===== src/rtl/glitc_config_pkg.sv =====
// glitc_config_pkg: shared state encodings, register addresses and bit offsets for GLITC configuration
package glitc_config_pkg;
  typedef enum logic [2:0] {
    ST_UNCONF    = 3'd0,
    ST_PROG      = 3'd1,
    ST_WAIT_INIT = 3'd2,
    ST_LOAD      = 3'd3,
    ST_READY     = 3'd4,
    ST_FAULT     = 3'd5
  } gstate_e;
  localparam logic [1:0] ADR_CTRL = 2'd0;
  localparam logic [1:0] ADR_FAULT = 2'd1;
  localparam int FLT_TO_LSB = 0;
  localparam int FLT_CRC_LSB = 4;
  localparam int STAT_GREADY_LSB = 0;
  localparam int STAT_DONE_LSB = 4;
  localparam int STAT_INIT_LSB = 8;
  localparam int STAT_STATE_LSB = 12;
endpackage


===== src/rtl/glitc_prog_channel.sv =====
// glitc_prog_channel: one GLITC's PROGRAM_B sequencer with input sync, counter and sticky fault flags
module glitc_prog_channel
  import glitc_config_pkg::*;
#(
  parameter int PROG_PULSE_CYCLES = 64,
  parameter int TIMEOUT_CYCLES = 2**24,
  parameter int CNT_BITS = 25
) (
  input  logic       clk,
  input  logic       rst,
  input  logic       start_i,
  input  logic       clr_to_i,
  input  logic       clr_crc_i,
  input  logic       init_b_i,
  input  logic       done_i,
  output logic       program_b_o,
  output logic       gready_o,
  output logic       init_b_s_o,
  output logic       done_s_o,
  output logic [2:0] state_o,
  output logic       to_o,
  output logic       crc_o
);
  localparam logic [CNT_BITS-1:0] PULSE_LAST = CNT_BITS'(PROG_PULSE_CYCLES - 1);
  localparam logic [CNT_BITS-1:0] TO_LAST = CNT_BITS'(TIMEOUT_CYCLES - 1);
  gstate_e state_q, state_d;
  logic [CNT_BITS-1:0] cnt_q, cnt_d, cnt_inc;
  logic [1:0] init_sync_q, init_sync_d, done_sync_q, done_sync_d;
  logic gready_q, gready_d, to_q, to_d, crc_q, crc_d;
  logic init_s, done_s, pulse_end, timeout, set_to, set_crc;
  assign init_s = init_sync_q[1];
  assign done_s = done_sync_q[1];
  assign cnt_inc = cnt_q + CNT_BITS'(1);
  assign pulse_end = cnt_q == PULSE_LAST;
  assign timeout = cnt_q == TO_LAST;
  assign program_b_o = state_q != ST_PROG;
  assign gready_o = gready_q;
  assign init_b_s_o = init_s;
  assign done_s_o = done_s;
  assign state_o = state_q;
  assign to_o = to_q;
  assign crc_o = crc_q;
  // Next state: start overrides everything; the counter only runs in the timed states and clears on exit
  always_comb begin
    init_sync_d = {init_sync_q[0], init_b_i};
    done_sync_d = {done_sync_q[0], done_i};
    state_d = state_q;
    cnt_d = '0;
    set_to = 1'b0;
    set_crc = 1'b0;
    if (start_i) state_d = ST_PROG;
    else case (state_q)
      ST_UNCONF: state_d = done_s ? ST_READY : ST_UNCONF;
      ST_PROG: begin
        state_d = pulse_end ? ST_WAIT_INIT : ST_PROG;
        cnt_d = pulse_end ? '0 : cnt_inc;
      end
      ST_WAIT_INIT: begin
        state_d = init_s ? ST_LOAD : (timeout ? ST_FAULT : ST_WAIT_INIT);
        set_to = !init_s && timeout;
        cnt_d = (init_s || timeout) ? '0 : cnt_inc;
      end
      ST_LOAD: begin
        set_crc = !init_s;
        set_to = init_s && !done_s && timeout;
        state_d = (!init_s || set_to) ? ST_FAULT : (done_s ? ST_READY : ST_LOAD);
        cnt_d = (state_d == ST_LOAD) ? cnt_inc : '0;
      end
      ST_READY: state_d = done_s ? ST_READY : ST_UNCONF;
      ST_FAULT: state_d = ST_FAULT;
      default: state_d = ST_UNCONF;
    endcase
    gready_d = state_d == ST_READY;
    to_d = set_to | (to_q & ~clr_to_i);
    crc_d = set_crc | (crc_q & ~clr_crc_i);
  end
  // State, counter, synchronisers and sticky flags
  always_ff @(posedge clk) begin
    if (rst) begin
      state_q <= ST_UNCONF;
      cnt_q <= '0;
      init_sync_q <= '0;
      done_sync_q <= '0;
      gready_q <= 1'b0;
      to_q <= 1'b0;
      crc_q <= 1'b0;
    end else begin
      state_q <= state_d;
      cnt_q <= cnt_d;
      init_sync_q <= init_sync_d;
      done_sync_q <= done_sync_d;
      gready_q <= gready_d;
      to_q <= to_d;
      crc_q <= crc_d;
    end
  end
endmodule


===== src/rtl/glitc_config_ctrl.sv =====
// glitc_config_ctrl: register slave driving four independent GLITC configuration sequencers
module glitc_config_ctrl
  import glitc_config_pkg::*;
#(
  parameter int PROG_PULSE_CYCLES = 64,
  parameter int TIMEOUT_CYCLES = 2**24,
  parameter int CNT_BITS = 25
) (
  input  logic        clk_i,
  input  logic        rst_i,
  input  logic        cyc_i,
  input  logic        stb_i,
  input  logic        we_i,
  input  logic [1:0]  adr_i,
  input  logic [31:0] dat_i,
  output logic [31:0] dat_o,
  output logic        ack_o,
  output logic [3:0]  PROGRAM_B,
  input  logic [3:0]  INIT_B,
  input  logic [3:0]  DONE,
  output logic [3:0]  gready_o
);
  logic seen_q, seen_d, ack_q, ack_d;
  logic [31:0] dat_q, dat_d, stat, fault, rdata;
  logic req, wr;
  logic [3:0] start, clr_to, clr_crc, init_s, done_s, flt_to, flt_crc;
  logic [11:0] states;
  logic unused_dat;
  assign unused_dat = ^dat_i[31:8];
  assign req = cyc_i & stb_i & ~seen_q;
  assign wr = req & we_i;
  assign start = (wr && adr_i == ADR_CTRL) ? dat_i[3:0] : 4'h0;
  assign clr_to = (wr && adr_i == ADR_FAULT) ? dat_i[FLT_TO_LSB +: 4] : 4'h0;
  assign clr_crc = (wr && adr_i == ADR_FAULT) ? dat_i[FLT_CRC_LSB +: 4] : 4'h0;
  assign ack_o = ack_q;
  assign dat_o = dat_q;
  for (genvar c = 0; c < 4; c++) begin : g_ch
    glitc_prog_channel #(
      .PROG_PULSE_CYCLES(PROG_PULSE_CYCLES),
      .TIMEOUT_CYCLES(TIMEOUT_CYCLES),
      .CNT_BITS(CNT_BITS)
    ) u_ch (
      .clk(clk_i),
      .rst(rst_i),
      .start_i(start[c]),
      .clr_to_i(clr_to[c]),
      .clr_crc_i(clr_crc[c]),
      .init_b_i(INIT_B[c]),
      .done_i(DONE[c]),
      .program_b_o(PROGRAM_B[c]),
      .gready_o(gready_o[c]),
      .init_b_s_o(init_s[c]),
      .done_s_o(done_s[c]),
      .state_o(states[3*c +: 3]),
      .to_o(flt_to[c]),
      .crc_o(flt_crc[c])
    );
  end
  // Read mux and one-shot ack: a strobe is served once and must drop before the next is accepted
  always_comb begin
    stat = '0;
    stat[STAT_GREADY_LSB +: 4] = gready_o;
    stat[STAT_DONE_LSB +: 4] = done_s;
    stat[STAT_INIT_LSB +: 4] = init_s;
    stat[STAT_STATE_LSB +: 12] = states;
    fault = '0;
    fault[FLT_TO_LSB +: 4] = flt_to;
    fault[FLT_CRC_LSB +: 4] = flt_crc;
    rdata = (adr_i == ADR_CTRL) ? stat : (adr_i == ADR_FAULT) ? fault : '0;
    seen_d = cyc_i & stb_i;
    ack_d = req;
    dat_d = (req & ~we_i) ? rdata : dat_q;
  end
  // Bus handshake and read-data registers
  always_ff @(posedge clk_i) begin
    if (rst_i) begin
      seen_q <= 1'b0;
      ack_q <= 1'b0;
      dat_q <= '0;
    end else begin
      seen_q <= seen_d;
      ack_q <= ack_d;
      dat_q <= dat_d;
    end
  end
endmodule

===== config.mk =====
export PLATFORM = sky130hd
export DESIGN_NAME = glitc_config_ctrl
export DESIGN_NICKNAME = d
export VERILOG_FILES = /design/src/rtl/glitc_config_pkg.sv /design/src/rtl/glitc_prog_channel.sv /design/src/rtl/glitc_config_ctrl.sv
export SDC_FILE = /design/constraint.sdc
export NUM_CORES = 1
export LEC_CHECK = 0
export BUFFER_PORTS_ARGS = -buffer_cell sky130_fd_sc_hd__clkbuf_2
export CAP_MARGIN = 20
export CELL_PAD_IN_SITES_DETAIL_PLACEMENT = 1
export CELL_PAD_IN_SITES_GLOBAL_PLACEMENT = 1
export CORE_MARGIN = 5
export CORE_UTILIZATION = 46
export CTS_BUF_LIST = sky130_fd_sc_hd__clkbuf_4 sky130_fd_sc_hd__clkbuf_8
export CTS_CLUSTER_DIAMETER = 40
export DETAILED_ROUTE_END_ITERATION = 8
export HOLD_SLACK_MARGIN = 0.03
export PLACE_DENSITY_LB_ADDON = 0.1
export SKIP_CTS_REPAIR_TIMING = 1
export SYNTH_ARGS = -nofsm -noshare
export SYNTH_HDL_FRONTEND = slang
export SYNTH_HIERARCHICAL = 1
export SYNTH_SLANG_ARGS = --single-unit

===== constraint.sdc =====
create_clock -name clk_i -period 2.46 [get_ports clk_i]
set_input_delay 0.738 -clock clk_i [delete_from_list [all_inputs] [get_ports clk_i]]
set_output_delay 0.738 -clock clk_i [all_outputs]
set_load 0.005 [all_outputs]

==> out/metrics.csv, run 1 <==
stage,metric,value,unit
floorplan,die-width,140,um
global_routing,global_route.overflow_total,0,
global_routing,grt_pass1_vias,6795,
final_layout,stdcell_count,1181,
sta,relSlewSlack,56.3,%
clocking,numClockSinks,166,
final_layout,share_of_layout_cells_above_drive_strength_1,15.8,%
power_and_ir_drop,internal-power,4010,uW
floorplan,floorplan.rows,47,
sta,finClkSkew,0.0116,ns
yosys,synth-seq-area-share,42.6,%
global_routing,grt_busiest_layer,met2,
final_layout,area_growth,12.1,%
setup_path,startpoint_class,flip-flop,
setup_path,cp_cell_sequence,nor3b_2 > inv_1 > clkbuf_2,
place,placedCellCount,1150,
floorplan,dieArea,19700,um^2
final_layout,final_util,52.7,%
setup_path,critical_path_required,1.72,ns
detailed_routing,final_antenna_net_count,0,
place,io_buffers,55,
clocking,clock_path_buffers,2,
final_layout,fill_cells,1994,
clocking,path_clk_slew,0.09,ns
sta,fmax,432,MHz
setup_path,critPathSlowestCell,sky130_fd_sc_hd__dfxtp_1,
power_and_ir_drop,power_switching_share,21.7,%
setup_path,crit_path_max_incr_delay,0.54,ns
place,placedInstanceArea,8270,um^2
power_and_ir_drop,ir_worst_vdd,0.390,mV
power_and_ir_drop,power.net_switching,1110,uW
detailed_routing,route.detailed.wl_per_inst,17.1,um
place,placer_congestion,0.816,
sta,slew_violations,0,
power_and_ir_drop,fin_total_pwr,5120,uW
global_routing,globalRouteMet1Util,25.3,%
yosys,netlist_instances,890,
yosys,yosys_warnings,6,
sta,totalNegativeSetupSlack,0,ns
detailed_routing,detail_route.wirelength,20.2,mm
outcome,status,finished clean,
hold_path,hold_path_class,flip-flop to flip-flop,
global_routing,grt_use_met2,37.7,%
clocking,clock_insertion_delay_worst_skew,0.46,ns
clocking,cts_made_buffers,17,
detailed_routing,detailedRoute.firstPassIterationCount,4,
yosys,synthesis.area,7800,um^2
global_routing,grt_max_degree,26,
setup_path,critPathKind,flip-flop to output port,
floorplan,die_h,140,um
clocking,htree_num_levels,4,
final_layout,number_of_diodes,0,
global_routing,gr-usage-met3,4.94,%
final_layout,final_area,8750,um^2
power_and_ir_drop,p_clk_share,44.4,%
yosys,ys_ff_latch,166,
yosys,synth-async-reset-ratio,0,%
floorplan,initial_utilization,47.0,%
floorplan,pin_count,88,
global_routing,globalRouteTotalUtil,21.0,%
run,maxCapViolations,0,
power_and_ir_drop,power.share.sequential,53.1,%
final_layout,design.final.nets,1000,
global_routing,antenna_violations_before_repair,0,
floorplan,coreArea,16600,um^2
sta,hold_viol_final,0,
yosys,top_ff_cell_synth,sky130_fd_sc_hd__dfxtp_1,
power_and_ir_drop,cellPowerDensity,586,nW/um^2
yosys,number_of_flops_mapped_to_enable_cells_by_yosys,0,
power_and_ir_drop,leakagePower,0.00310,uW
setup_path,timing.critical_path.arrival,1.58,ns
detailed_routing,post_detailed_route_via_to_cell_ratio,5.48,
power_and_ir_drop,comb_power_share,2.5,%
clocking,cts_root_buffer,sky130_fd_sc_hd__clkbuf_8,
detailed_routing,vias,6473,
sta,timing.final.crit_period,2.31,ns
yosys,yosys.cell_types.count,63,
place,hpwlAfterDp,14.7,mm
sta,setup_viol_count_final,0,
yosys,syn_area_per_cell,8.76,um^2
sta,grt_setup_unrepaired,false,
global_routing,global_route_wire_length_before_repair,34.1,mm
detailed_routing,first_iter_violations,301,
setup_path,critPathCaptureType,output port,
clocking,cts_tree,yes,
detailed_routing,route.detailed.drc,0,
setup_path,worstPathMaxFanout,11,
sta,final_min_period_over_clock_period,94.1,%
sta,transition_at_the_pin_with_the_smallest_max_transition_slack,0.652,ns
-- synthesized netlist by cell type, types with 4 or more instances --
library cell / n / area share (%)
sky130_fd_sc_hd__a21oi_1: 38 / 2.4
sky130_fd_sc_hd__a22oi_1: 5 / 0.48
sky130_fd_sc_hd__and2_1: 17 / 1.4
sky130_fd_sc_hd__and3_1: 16 / 1.3
sky130_fd_sc_hd__and4_1: 11 / 1.2
sky130_fd_sc_hd__buf_2: 8 / 0.51
sky130_fd_sc_hd__buf_4: 22 / 2.1
sky130_fd_sc_hd__clkbuf_1: 12 / 0.58
sky130_fd_sc_hd__dfxtp_1: 166 / 43
sky130_fd_sc_hd__ha_1: 4 / 0.64
sky130_fd_sc_hd__inv_1: 22 / 1.1
sky130_fd_sc_hd__mux2i_1: 10 / 1.3
sky130_fd_sc_hd__nand2_1: 56 / 2.7
sky130_fd_sc_hd__nand2b_1: 13 / 1.0
sky130_fd_sc_hd__nand3_1: 66 / 4.2
sky130_fd_sc_hd__nand3b_1: 6 / 0.58
sky130_fd_sc_hd__nand4_1: 29 / 2.3
sky130_fd_sc_hd__nor2_1: 143 / 6.9
sky130_fd_sc_hd__nor2b_1: 25 / 2.0
sky130_fd_sc_hd__nor3_1: 14 / 0.90
sky130_fd_sc_hd__nor3_2: 4 / 0.51
sky130_fd_sc_hd__nor3b_1: 4 / 0.39
sky130_fd_sc_hd__nor4_1: 20 / 1.6
sky130_fd_sc_hd__nor4_4: 4 / 1.1
sky130_fd_sc_hd__o21ai_0: 11 / 0.71
sky130_fd_sc_hd__o2bb2ai_2: 8 / 1.5
sky130_fd_sc_hd__xnor2_1: 24 / 2.7
sky130_fd_sc_hd__xor2_1: 67 / 7.5
-- stage by stage --
| step | hold WS [ns] | setup slack, ns |
|---|---|---|
| final | 0.450 | 0.145 |
| after global routing | 0.454 | 0.0405 |
| after CTS | 0.455 | -0.0108 |
| after detailed placement | 0.434 | -0.0515 |
| after global placement | 0.418 | 0.00780 |
| after floorplan | 0.414 | 0.385 |
-- power by group through the flow --
stage / Sequential (uW) / Clock [uW] / Combinational (uW)
floorplan: 2770 / 0 / 89.2
global placement: 2780 / 0 / 126
detailed placement: 2780 / 0 / 131
CTS: 2720 / 2350 / 131
global route: 2720 / 2470 / 143
finish: 2720 / 2270 / 130
-- layout make-up --
cell class	count	area (um^2)	share of cell area, %
multi-input combinational	664	4160	47.5
sequential	166	3320	38.0
timing repair buffer	78	448	5.12
inverter	22	82.6	0.944
clock buffer	19	262	2.99
clock inverter	12	199	2.27
tap	220	275	3.15
-- sequential cells by signal, indices dropped and copies added (netlist names), 4 cells and up --
register / flops
g_ch.u_ch/cnt_q: 100
dat_o: 24
g_ch.u_ch/state_o: 12
g_ch.u_ch/done_sync_q: 8
g_ch.u_ch/init_sync_q: 8
g_ch.u_ch/crc_o: 4
g_ch.u_ch/gready_o: 4
g_ch.u_ch/to_o: 4
-- critical path, delay by kind of cell, from the launching register on --
| kind | cells | cell delay (ns) |
|---|---|---|
| buffers and inverters | 2 | 0.26 |
| flip-flops | 1 | 0.54 |
| AND/OR/NAND/NOR | 1 | 0.31 |
-- cell usage in the layout, fill, tap and decap left out, types with 6 or more instances in the layout --
cell	Yosys	final
sky130_fd_sc_hd__nand2b_1	13	13
sky130_fd_sc_hd__nand3_1	66	66
sky130_fd_sc_hd__o2bb2ai_2	8	8
sky130_fd_sc_hd__xor2_1	67	67
sky130_fd_sc_hd__clkbuf_2	0	55
sky130_fd_sc_hd__nor2b_1	25	25
sky130_fd_sc_hd__buf_4	22	23
sky130_fd_sc_hd__nand3b_1	6	6
sky130_fd_sc_hd__nor2_1	143	143
sky130_fd_sc_hd__a21oi_1	38	38
sky130_fd_sc_hd__and3_1	16	16
sky130_fd_sc_hd__inv_1	22	22
sky130_fd_sc_hd__conb_1	1	8
sky130_fd_sc_hd__xnor2_1	24	24
sky130_fd_sc_hd__clkbuf_8	0	19
sky130_fd_sc_hd__mux2i_1	10	10
sky130_fd_sc_hd__nand2_1	56	56
sky130_fd_sc_hd__and2_1	17	17
sky130_fd_sc_hd__nor4_1	20	20
sky130_fd_sc_hd__dfxtp_1	166	165
sky130_fd_sc_hd__nand4_1	29	29
sky130_fd_sc_hd__o21ai_0	11	11
sky130_fd_sc_hd__and4_1	11	11
sky130_fd_sc_hd__nor3_1	14	14
-- final timing paths --
kind / start / cells past startpoint / slack, ns / endpoint
hold / removal: g_ch[1].u_ch/init_sync_q[0]$_SDFF_PP0_ / 1 / 0.45 / g_ch[1].u_ch/init_sync_q[1]$_SDFF_PP0_
setup / recovery: g_ch[0].u_ch/state_o[0]$_SDFF_PP0_ / 3 / 0.15 / PROGRAM_B[0]
hold reg to reg: g_ch[1].u_ch/init_sync_q[0]$_SDFF_PP0_ / 1 / 0.45 / g_ch[1].u_ch/init_sync_q[1]$_SDFF_PP0_
setup reg to reg: g_ch[2].u_ch/cnt_q[0]$_SDFF_PP0_ / 6 / 0.29 / g_ch[2].u_ch/cnt_q[20]$_SDFF_PP0_
-- cells by family after synthesis --
logic type	count (synthesis)	share of synthesized area, %
AOI/OAI and AO/OA	97	9.34
xor gates and xnor gates	91	10.2
adders and majority gates	4	0.642
buffers and inverters	67	4.70
DFF	166	42.6
muxes	10	1.28
other	1	0.0481
and+or+nand+nor	454	31.2
-- per-layer routing --
layer | vias up | routed length [um]
met5 | - | 0
met3 | 20 | 605
met1 | 3205 | 9020
met2 | 69 | 10400
met4 | 0 | 210
li1 | 3179 | -
Power figures use the tool's default switching activity.
==> inputs of run 2 (changes only) <==
CORE_UTILIZATION = 42   (was 46)
clock period = 2.1 ns   (was 2.46 ns; I/O delays follow)
==> out/metrics.csv, run 2 (same netlist as run 1, synthesis figures left out) <==
stage,metric,value,unit,change
global_routing,globalRouteMet1Util,23.1,%,-2.2 points
sta,final_min_period_over_clock_period,98.3,%,
sta,slew_violations,0,,unchanged
setup_path,worstPathMaxFanout,5,,-6
final_layout,mostFrequentLayoutCell,sky130_fd_sc_hd__dfxtp_1,,
clocking,numClockSinks,166,,unchanged
detailed_routing,final_antenna_net_count,0,,unchanged
setup_path,cp-startpoint,seen_q$_SDFF_PP0_,,
hold_path,instance_count_along_the_most_critical_hold_path,2,,+1
global_routing,global_route_wire_length_before_repair,33.9,mm,-0.30%
final_layout,area_growth,15.5,%,
global_routing,antenna_violations_before_repair,0,,unchanged
floorplan,die-width,146,um,+4.3%
clocking,clock_insertion_delay_worst_skew,0.45,ns,about the same
sta,finClkSkew,0.0119,ns,+0.000293 ns
global_routing,grt_use_met2,33.6,%,-4.1 points
global_routing,grt_busiest_layer,met2,,
setup_path,number_of_cells_on_the_worst_reg_to_reg_path,8,,+2
global_routing,grt_max_degree,40,,+54%
final_layout,design.final.nets,1026,,+2.6%
sta,fmax,484,MHz,
clocking,cts_made_buffers,17,,unchanged
sta,setup_viol_count_final,0,,unchanged
setup_path,timing.critical_path.arrival,2.45,ns,+0.87 ns
detailed_routing,detail_route.wirelength,20.6,mm,+1.7%
place,hpwlAfterDp,14.8,mm,+1.1%
detailed_routing,vias,6510,,+0.57%
sta,transition_at_the_pin_with_the_smallest_max_transition_slack,0.645,ns,-0.00792 ns
clocking,cts_tree,yes,,
global_routing,globalRouteTotalUtil,19.1,%,-1.9 points
global_routing,gr-usage-met3,4.46,%,-0.48 points
sta,final.hold.worst_slack,0.392,ns,-0.0580 ns
power_and_ir_drop,ir_worst_vdd,0.421,mV,+8.0%
floorplan,coreArea,18100,um^2,+9.4%
clocking,path_clk_slew,0.09,ns,about the same
place,io_buffers,55,,unchanged
outcome,status,finished clean,,
final_layout,regMostFlops,g_ch.u_ch/cnt_q,,
setup_path,reg2reg_to,g_ch[1].u_ch/gready_o$_SDFF_PP0_,,
final_layout,number_of_diodes,0,,unchanged
setup_path,critical_path_required,2.48,ns,+0.76 ns
clocking,cts_root_buffer,sky130_fd_sc_hd__clkbuf_8,,
place,placedInstanceArea,8490,um^2,+2.8%
final_layout,largest_reg_flops,100,,unchanged
floorplan,initial_utilization,43.0,%,-4.1 points
detailed_routing,post_detailed_route_via_to_cell_ratio,5.35,,-2.3%
power_and_ir_drop,leakagePower,0.00323,uW,+4.2%
global_routing,global_route.overflow_total,0,,unchanged
floorplan,pin_count,88,,unchanged
hold_path,hold_path_class,input port to flip-flop,,
power_and_ir_drop,cellPowerDensity,627,nW/um^2,+7.1%
sta,relSlewSlack,57.0,%,+0.65 points
floorplan,floorplan.rows,49,,+4.3%
setup_path,critPathCaptureType,flip-flop,,
final_layout,share_of_layout_cells_above_drive_strength_1,19.0,%,+3.2 points
clocking,clock_path_buffers,2,,unchanged
detailed_routing,route.detailed.drc,0,,unchanged
setup_path,reg2reg_from,seen_q$_SDFF_PP0_,,
floorplan,die_h,146,um,+4.3%
setup_path,critPathKind,flip-flop to flip-flop,,
sta,grt_setup_unrepaired,true,,
detailed_routing,first_iter_violations,214,,-29%
global_routing,grt_pass1_vias,6879,,+1.2%
place,placer_congestion,0.815,,-0.15%
setup_path,rrSetupSlack,0.03,ns,-0.26 ns
hold_path,hold_path.startpoint,INIT_B[0],,
detailed_routing,detailedRoute.firstPassIterationCount,4,,unchanged
final_layout,final_area,9010,um^2,+3.0%
final_layout,fill_cells,2178,,+9.2%
setup_path,startpoint_class,flip-flop,,
hold_path,min_to,g_ch[0].u_ch/init_sync_q[0]$_SDFF_PP0_,,
sta,timing.final.crit_period,2.07,ns,
detailed_routing,route.detailed.wl_per_inst,16.9,um,-1.3%
run,maxCapViolations,0,,unchanged
clocking,htree_num_levels,4,,unchanged
sta,hold_viol_final,0,,unchanged
floorplan,dieArea,21400,um^2,+8.8%
final_layout,most-common-layout-cells,"sky130_fd_sc_hd__dfxtp_1 (159), sky130_fd_sc_hd__nor2_1 (142), sky130_fd_sc_hd__xor2_1 (67)",,
[run 2: cell count changes in the layout (fill, tap and decap cells not counted), sizes merged]
cell      previous run  this run
buf                 23        48
o21ai               14        15
clkinvlp             1         4
clkbuf              74        78
inv                 24        22
bufinv               5         2
clkinv               4         2
[run 2: routing by layer]
metal	vias to the layer above	wire length [um]
met3	28	580
met1	3167	9030
li1	3233	-
met5	-	0
met4	0	316
met2	82	10600
[run 2: power breakdown]
part | internal, uW | switching, uW
registers | 3160 | 21.0
logic | 69.2 | 94.5
clock network | 1160 | 1150
[run 2: critical path, stage by stage (launching register included)]
cell,delay [ns]
sky130_fd_sc_hd__dfxtp_2,0.38
sky130_fd_sc_hd__nand4b_1,0.17
sky130_fd_sc_hd__nor3_2,0.07
sky130_fd_sc_hd__buf_4,0.15
sky130_fd_sc_hd__and2_1,0.22
sky130_fd_sc_hd__a2111oi_1,0.44
sky130_fd_sc_hd__o21ai_0,0.18
sky130_fd_sc_hd__a21oi_1,0.24
sky130_fd_sc_hd__nor2b_1,0.17
[run 2: cell type report]
class / count / area, um^2 / area share (%)
well taps: 229 / 287 / 3.18
inverters: 22 / 82.6 / 0.917
repair buffers: 103 / 686 / 7.61
clock inverters: 8 / 100 / 1.11
clock buffers: 23 / 292 / 3.24
flip-flops and latches: 166 / 3340 / 37.1
multi-input cells: 665 / 4220 / 46.9
[run 2: per-stage QoR]
step	cells	setup slack (ns)	util [%]	power [uW]	TNS (ns)
final	1216	0.0348	49.6	5650	0
after global routing	1216	-0.0916	49.6	5890	-1.00
after CTS	1214	-0.161	49.0	5730	-1.68
after detailed placement	1183	-0.231	46.8	3420	-10.04
after global placement	1183	-0.148	46.8	3410	-4.91
after floorplan	897	0.133	-	3350	0
[run 2: worst max-delay path by stage]
stage,endpoint,cells past startpoint
2_1_floorplan,g_ch[0].u_ch/cnt_q[11]$_SDFF_PP0_,7
3_3_place_gp,g_ch[1].u_ch/cnt_q[10]$_SDFF_PP0_,8
3_5_place_dp,g_ch[1].u_ch/cnt_q[3]$_SDFF_PP0_,8
4_1_cts,PROGRAM_B[3],3
5_1_grt,g_ch[1].u_ch/gready_o$_SDFF_PP0_,8
6_report,g_ch[1].u_ch/gready_o$_SDFF_PP0_,8
